==> src/rtl/uart_pkg.sv <==
// -----------------------------------------------------------------------------
// uart_pkg
// Shared definitions for the UART transmitter:
//   state_t      - transmit FSM states (PARITY is only reachable when the
//                  TRANSMIT_PARITY_EN macro is defined)
//   DATA_BITS    - payload bits per frame
//   calc_cycles  - clocks per serial bit, floor(FREQUENCY/BAUDRATE)
// -----------------------------------------------------------------------------
package uart_pkg;

  localparam int DATA_BITS = 8;

  typedef enum logic [2:0] {
    IDLE,
    START,
    DATA,
    PARITY,
    STOP
  } state_t;

  function automatic int calc_cycles(input int baudrate, input int frequency);
    return frequency / baudrate;
  endfunction

endpackage

==> src/rtl/baud_tick.sv <==
// -----------------------------------------------------------------------------
// baud_tick
// Bit-period counter. Counts 0..CYCLES-1 and asserts o_tick during the last
// clock of each bit period. Held at zero while i_clear is high, so the first
// bit of a frame always gets a full CYCLES clocks.
// Ports:
//   clk      in   system clock, rising edge
//   rst      in   synchronous active-low reset
//   i_clear  in   hold the counter at zero (FSM idle)
//   o_tick   out  high for one clock when the counter is at CYCLES-1
// -----------------------------------------------------------------------------
module baud_tick #(
  parameter int CYCLES = 1250
) (
  input  logic clk,
  input  logic rst,
  input  logic i_clear,
  output logic o_tick
);

  localparam int CW = $clog2(CYCLES);

  logic [CW-1:0] r_cnt;
  logic          w_last;

  assign w_last = (r_cnt == CW'(CYCLES - 1));
  assign o_tick = w_last;

  // Wrap to zero on the last count so the counter restarts on every bit change.
  always_ff @(posedge clk) begin
    if (!rst) begin
      r_cnt <= '0;
    end else if (i_clear || w_last) begin
      r_cnt <= '0;
    end else begin
      r_cnt <= r_cnt + CW'(1);
    end
  end

endmodule

==> src/rtl/transmit.sv <==
// -----------------------------------------------------------------------------
// transmit
// UART transmitter, 8N1 (8E1 when TRANSMIT_PARITY_EN is defined). Accepts one
// byte per stb/rdy handshake and shifts it out LSB first on txd.
// Optional feature macro: TRANSMIT_PARITY_EN adds an even-parity bit between
// the last data bit and the stop bit.
// Ports:
//   clk  in   system clock, rising edge
//   rst  in   synchronous active-low reset
//   stb  in   byte-valid strobe from producer
//   dat  in   byte to send, sampled only on the accepting edge
//   rdy  out  ready; byte accepted on an edge with stb && rdy
//   txd  out  registered serial line, idles high
// -----------------------------------------------------------------------------
module transmit
  import uart_pkg::*;
#(
  parameter int BAUDRATE  = 9600,
  parameter int FREQUENCY = 12000000
) (
  input  logic       clk,
  input  logic       rst,
  input  logic       stb,
  input  logic [7:0] dat,
  output logic       rdy,
  output logic       txd
);

  localparam int CYCLES = calc_cycles(BAUDRATE, FREQUENCY);

  generate
    if (CYCLES < 2) begin : g_bad_cycles
      $error("transmit: FREQUENCY/BAUDRATE must be at least 2");
    end
  endgenerate

  state_t                 r_state, w_state_next;
  logic [DATA_BITS-1:0]   r_shift, w_shift_next;
  logic [2:0]             r_idx,   w_idx_next;
  logic                   r_txd,   w_txd_next;
  logic                   r_rdy,   w_rdy_next;
  logic                   w_tick;
`ifdef TRANSMIT_PARITY_EN
  logic                   r_par,   w_par_next;
`endif

  // Counter is parked in IDLE, so it starts from zero on the accepting edge.
  baud_tick #(
    .CYCLES (CYCLES)
  ) u_baud_tick (
    .clk     (clk),
    .rst     (rst),
    .i_clear (r_state == IDLE),
    .o_tick  (w_tick)
  );

  always_ff @(posedge clk) begin
    if (!rst) begin
      r_state <= IDLE;
      r_shift <= '0;
      r_idx   <= '0;
      r_txd   <= 1'b1;
      r_rdy   <= 1'b0;
`ifdef TRANSMIT_PARITY_EN
      r_par   <= 1'b0;
`endif
    end else begin
      r_state <= w_state_next;
      r_shift <= w_shift_next;
      r_idx   <= w_idx_next;
      r_txd   <= w_txd_next;
      r_rdy   <= w_rdy_next;
`ifdef TRANSMIT_PARITY_EN
      r_par   <= w_par_next;
`endif
    end
  end

  // r_shift[0] always holds the bit currently on the line during DATA, so the
  // next bit to drive is r_shift[1].
  always_comb begin
    w_state_next = r_state;
    w_shift_next = r_shift;
    w_idx_next   = r_idx;
    w_txd_next   = r_txd;
    w_rdy_next   = r_rdy;
`ifdef TRANSMIT_PARITY_EN
    w_par_next   = r_par;
`endif
    case (r_state)
      IDLE: begin
        w_txd_next = 1'b1;
        w_rdy_next = 1'b1;
        if (stb && r_rdy) begin
          w_state_next = START;
          w_shift_next = dat;
          w_idx_next   = '0;
          w_txd_next   = 1'b0;
          w_rdy_next   = 1'b0;
`ifdef TRANSMIT_PARITY_EN
          w_par_next   = ^dat;
`endif
        end
      end
      START: begin
        if (w_tick) begin
          w_state_next = DATA;
          w_txd_next   = r_shift[0];
        end
      end
      DATA: begin
        if (w_tick) begin
          if (r_idx == 3'(DATA_BITS - 1)) begin
`ifdef TRANSMIT_PARITY_EN
            w_state_next = PARITY;
            w_txd_next   = r_par;
`else
            w_state_next = STOP;
            w_txd_next   = 1'b1;
`endif
          end else begin
            w_idx_next   = r_idx + 3'd1;
            w_shift_next = {1'b0, r_shift[DATA_BITS-1:1]};
            w_txd_next   = r_shift[1];
          end
        end
      end
`ifdef TRANSMIT_PARITY_EN
      PARITY: begin
        if (w_tick) begin
          w_state_next = STOP;
          w_txd_next   = 1'b1;
        end
      end
`endif
      STOP: begin
        if (w_tick) begin
          w_state_next = IDLE;
          w_txd_next   = 1'b1;
          w_rdy_next   = 1'b1;
        end
      end
      default: begin
        w_state_next = IDLE;
        w_txd_next   = 1'b1;
      end
    endcase
  end

  assign rdy = r_rdy;
  assign txd = r_txd;

endmodule

==> config.mk <==
export PLATFORM = sky130hd
export DESIGN_NAME = transmit
export DESIGN_NICKNAME = d
export VERILOG_FILES = /design/src/rtl/uart_pkg.sv /design/src/rtl/baud_tick.sv /design/src/rtl/transmit.sv
export SDC_FILE = /design/constraint.sdc
export NUM_CORES = 1
export LEC_CHECK = 0
export BUFFER_PORTS_ARGS = -buffer_cell sky130_fd_sc_hd__buf_4
export CAP_MARGIN = 30
export CORE_MARGIN = 2
export CORE_UTILIZATION = 35
export CTS_CLUSTER_DIAMETER = 40
export DETAILED_ROUTE_END_ITERATION = 16
export PLACE_DENSITY = 0.54
export SETUP_SLACK_MARGIN = 0.2
export SYNTH_ARGS = -nofsm -noshare
export SYNTH_HDL_FRONTEND = slang
export SYNTH_SLANG_ARGS = --single-unit
==> constraint.sdc <==
create_clock -name clk -period 4.1 [get_ports clk]
set_input_delay 0.615 -clock clk [delete_from_list [all_inputs] [get_ports clk]]
set_output_delay 0.615 -clock clk [all_outputs]
set_load 0.02 [all_outputs]
=== Word-level counts from Yosys, hierarchy flattened ===
Index checks and enable logic that the tools add are counted.

* Register bits: 27
* Input port bits: 11
* Output and inout port bits: 2
* Word-level logic and storage cells: 51

* Add/subtract/negate cells: 2
* Equal/unequal tests: 11
* Multiplexer cells: 21
* Bitwise gates (word level): 1
* Reduce and logical (&&, ||, !) cells: 10

{| class="wikitable"
|+ Operators with widths
! operator !! number
|-
| 2-to-1 mux 3 bit || 8
|-
| 2-to-1 mux 8 bit || 3
|-
| case mux 8 bit (2 select lines) || 1
|-
| case mux 3 bit (4 select lines) || 1
|-
| adder 11 x 1 -> 11 bit (second input constant) || 1
|-
| equality test 11 bit (second input constant) || 1
|-
| equality test 3 bit (second input constant) || 2
|-
| != test 2 x 1 -> 1 bit (second input constant) || 3
|-
| != test 2 bit (second input constant) || 3
|-
| case mux 3 bit (2 select lines) || 1
|-
| 2-to-1 mux 1 bit || 5
|-
| AND reduction 5 bit || 1
|-
| case mux 1 bit (4 select lines) || 1
|-
| AND reduction 4 bit || 1
|-
| nonzero test 2 bit || 2
|-
| adder 3 x 1 -> 3 bit (second input constant) || 1
|-
| equality test 3 x 1 -> 1 bit (second input constant) || 1
|-
| equality test 3 x 2 -> 1 bit (second input constant) || 1
|-
| logical NOT 3 bit || 1
|-
| AND reduction 3 bit || 1
|-
| case mux 1 bit (2 select lines) || 1
|-
| AND reduction 2 bit || 1
|-
| OR reduction 2 bit || 1
|-
| logical AND 1 bit || 1
|-
| 2 further kinds || 2
|}

=== Longest topological paths before layout ===
* Depth in word-level cells: 4
* Depth in mapped cells: 7
* Depth with buffers taken out: 6

=== Modules after synthesis ===
Synthesis repeated with hierarchy kept, for this count alone.

* Cells, all modules: 151
* Area, all modules: 1421.4 um^2

{| class="wikitable"
|+ By module, submodules not included
! module !! times used !! cells an instance !! area an instance (um^2) !! sequential area each (um^2)
|-
| transmit || 1 || 95 || 902.1 || 320.3
|-
| baud_tick || 1 || 56 || 519.2 || 220.2
|}

=== Least setup slack after synthesis ===
Ideal clock, no wire load.

* Path kind: register -> register
* Start point: reg r_idx[0]
* End point: reg r_txd, in the netlist txd
* Library setup time: 0.121 ns
* Data arrival time: 1.431 ns
* Required time: 3.979 ns
* Setup slack: 2.548 ns
* Cell stages (with the launch flop): 7
* Path buffers: 0
* Clock period less this slack: 1.552 ns
* Cell sequence: dfxtp_1 -> ha_1 -> ha_1 -> or3_1 -> a21oi_1 -> o21ai_0 -> mux2_2

* Cells in the longest elaborated chain, start to end: 4

{| class="wikitable"
|+ Ends and longest elaborated chain
! item !! line !! source
|-
| from (decl) || transmit.sv:39 || <nowiki>logic [2:0] r_idx, w_idx_next;</nowiki>
|-
| from (signal assigned) || transmit.sv:70 || <nowiki>r_idx <= w_idx_next;</nowiki>
|-
| equality test 3 bit || transmit.sv:113 || <nowiki>if (r_idx == 3'(DATA_BITS - 1)) begin</nowiki>
|-
| 2-to-1 mux 1 bit || transmit.sv:113 ||
|-
| 2-to-1 mux 1 bit || transmit.sv:112 || <nowiki>if (w_tick) begin</nowiki>
|-
| case mux 1 bit (4 select lines) || transmit.sv:90 || <nowiki>case (r_state)</nowiki>
|-
| to (signal assigned) || transmit.sv:71 || <nowiki>r_txd <= w_txd_next;</nowiki>
|-
| to (decl) || transmit.sv:40 || <nowiki>logic r_txd, w_txd_next;</nowiki>
|}

No other way between the ends. The select of a mux whose other input is x is not followed.
A chain may end at the register's enable or synchronous reset.

=== Worst setup path after layout ===
* Start point: reg r_state[1]
* End point: reg r_idx[2]

* Cells in the longest elaborated chain, start to end: 3
* Elaborated cells between the ends (all ways): 8
* Classes of those cells: eq/ne: 4; mux: 1; reduce/logical: 3

{| class="wikitable"
|+ Ends and longest elaborated chain
! item !! line !! source
|-
| from (decl) || transmit.sv:37 || <nowiki>state_t r_state, w_state_next;</nowiki>
|-
| from (signal assigned) || transmit.sv:68 || <nowiki>r_state <= w_state_next;</nowiki>
|-
| equality test 3 x 2 -> 1 bit or logical NOT 3 bit (tied branches) || transmit.sv:90 ||
|-
| != test 2 bit (no line) (tied with other cells) || - ||
|-
| AND reduction 4 bit (no line) || - ||
|}

Several ways; a longest one is shown, not always the timed one.

==> flow_metrics.py <==
metrics = {
    "clock_tree": {
        "clk_pin_slew_ns": 0.09,
        "worstSkewPairLatency_ns": 0.28,
        "cts_resized": 0,
        "cts_max_level": 1,
        "post_cts_buffers": 0,
        "clockBufferDepth": 2,
        "clock-root-buffer": "clkbuf_8",
        "cts.sinks": 27,
        "cts_buffers": 3,
        "cts_hold_buf": 0,
        "cts_tree": "done",
    },
    "worst_setup_path": {
        "cp.required_ns": 4.32,
        "r2r_start": "r_state[1]",
        "cp-start-kind": "flop",
        "crit_type": "flop to flop",
        "cp-endpoint": "r_idx[2]",
        "end_kind": "flop",
        "rr_worst_depth": 4,
        "worstPathArrival_ns": 2.34,
        "startpoint": "r_state[1]",
        "regToRegSetupSlack_ns": 1.97,
        "path_max_fanout": 13,
        "rr_endpoint": "r_idx[2]",
    },
    "power_and_ir_drop": {
        "irDropWorstVdd_mv": 0.1035,
        "leakage_nw": 0.5655,
        "power_density_nw_per_um2": 315.1,
        "p_total_mw": 0.4790,
    },
    "detailed_routing": {
        "via_count": 1031,
        "drt_iter0_drc": 40,
        "drtPass1Iterations": 4,
        "via_per_inst": 5.129,
        "drc": 0,
        "ant_nets": 0,
        "wl_per_cell_um": 13.37,
        "wl_um": 2687,
    },
    "timing": {
        "whs_ns": 0.4903,
        "rsz0062_at_grt": "false",
        "tightest_slew_ns": 0.7587,
        "max-slew-margin-rel": 0.4936,
        "slew_violations": 0,
        "setup_tns_ns": 0,
        "maxClockFrequency_mhz": 469.8,
        "postLayoutSetupSlackWorst_ns": 1.971,
        "layout_min_cycle_time_ns": 2.129,
        "setup_viol": 0,
        "finClkSkew_ns": 0.006670,
        "period_share": 0.5192,
        "hold_viol_final": 0,
    },
    "finish": {
        "fin_util": 0.4091,
        "area_growth_pct": 10.15,
        "final_common_cell": "dfxtp_1",
        "n_antenna_cell": 0,
        "nets": 169,
        "design_area_um2": 1520,
        "final_cells": 201,
        "final_cell_mix": "dfxtp_1, nor2_1, buf_4, a21oi_1, nand3_1",
        "layout-drive-gt1-share": 0.1830,
    },
    "logic_synthesis": {
        "synth.distinct_cells": 37,
        "ys_seq_area_frac": 0.3917,
        "ys_warn_count": 0,
        "synth_seq_cells": 27,
        "synth_area_leaders": "dfxtp_1, mux2i_1, a21oi_1, o31ai_1, xnor2_1",
        "synth_cells": 144,
        "syn_nets": 159,
        "synth.top_cell.area_share": 0.3917,
        "syn_area_um2": 1380,
        "synth_top_area_cell": "dfxtp_1",
        "post_synth.cell_area_avg_um2": 9.584,
    },
    "global_routing": {
        "gr-usage-all-layers": 0.1356,
        "grt_pass1_vias": 999,
        "grt_start_max_net_pins": 17,
        "overflow": 0,
        "antenna_found_initial": 0,
        "grt_pass1_wl_um": 4491,
    },
    "floorplan": {
        "rows": 22,
        "dieHeight_um": 66.80,
        "pin_count": 13,
        "initial_core_util": 0.3714,
        "die_width_um": 66.80,
        "core_area_um2": 3716,
        "dieArea_um2": 4462,
    },
    "hold_path": {
        "min-delay-path-class": "flop to flop",
    },
    "place": {
        "routabilityCongestion": 0.7901,
        "hpwl_um": 2005,
        "placed_cell_area_um2": 1471,
        "port_buffers": 12,
        "placed_cells": 197,
        "preCtsSetupSlack_ns": 2.005,
    },
    "outcome": {
        "outcome": "completed",
    },
    "flow_run": {
        "cap_violations": 0,
    },
}
==> flip-flops by register name (all words and copies together) (netlist names) <==
signal	cells
u_baud_tick.r_cnt	11
r_idx	3
r_shift	8
rdy	1
r_state	3
txd	1
==> cell type report <==
class	instances	area [um2]
flip-flops and latches	27	540.5
fillers	389	2196
clock inverters	1	7.507
repair buffers	12	90.09
inverters	3	11.26
multi-input cells	107	769.5
well taps	48	60.06
clock buffers	3	41.29
==> critical path, stage by stage, from the launching register on <==
cell	delay, ns
dfxtp_1	0.45
nor3b_4	0.69
and4_1	0.63
nand3_2	0.13
a21boi_2	0.17
==> cells by family (layout without fill, tap and decap cells) <==
family,count (synthesis),count (layout),share of synthesized area
and+or+nand+nor,57,57,0.2647
AOI/OAI and AO/OA,28,28,0.1342
xor gates and xnor gates,10,10,0.06346
DFF,27,27,0.3917
adders and majority gates,4,4,0.03627
buffers and inverters,10,19,0.05077
muxes,8,8,0.05893
==> report_power, final <==
part | switching, mW | total, mW | internal [mW] | leakage [nW]
sequential | 0.00773 | 0.279 | 0.272 | 0.219
clock | 0.0868 | 0.156 | 0.0691 | 0.0217
combinational | 0.0227 | 0.0438 | 0.0211 | 0.324
total | 0.117 | 0.479 | 0.362 | 0.565
==> per-layer routing <==
metal	global-route usage	up-vias	part of all wire
met5	0	-	0
met4	0.06888	0	0.020
met3	0.02027	5	0.026
met2	0.2313	15	0.49
met1	0.1643	473	0.46
li1	-	538	-
==> how the worst min path moves through the flow <==
stage,end,from,slack [ns],depth (start not counted)
final,r_idx[2],r_idx[2],0.49,2
after global placement,r_idx[2],r_idx[2],0.46,2
after floorplan,u_baud_tick.r_cnt[0],u_baud_tick.r_cnt[0],0.44,1
after detailed placement,r_idx[2],r_idx[2],0.48,2
after CTS,r_idx[2],r_idx[2],0.50,2
after global routing,r_idx[1],r_idx[1],0.51,2
==> synth_stat cells <==
master and n:
dfxtp_1 27, nor2_1 13, a21oi_1 11, nand3_1 9, mux2i_1 7, nand2_1 7
o31ai_1 7, nand4_1 6, xnor2_1 6, ha_1 4, nor3_1 4, o21ai_0 4
xor2_1 4, a21boi_2 3, buf_6 3, inv_1 3, buf_2 2, buf_4 2
nand2b_1 2, nand3_2 2, nor2b_1 2, a211o_1 1, a21boi_0 1, a21boi_1 1
and3_1 1, and3b_1 1, and4_1 1, and4_2 1, and4_4 1, and4bb_2 1
mux2_2 1, nand3b_1 1, nand3b_4 1, nand4b_1 1, nor3b_4 1, nor4b_4 1
or3_1 1
Note: power is estimated with default switching activity, not from simulation.
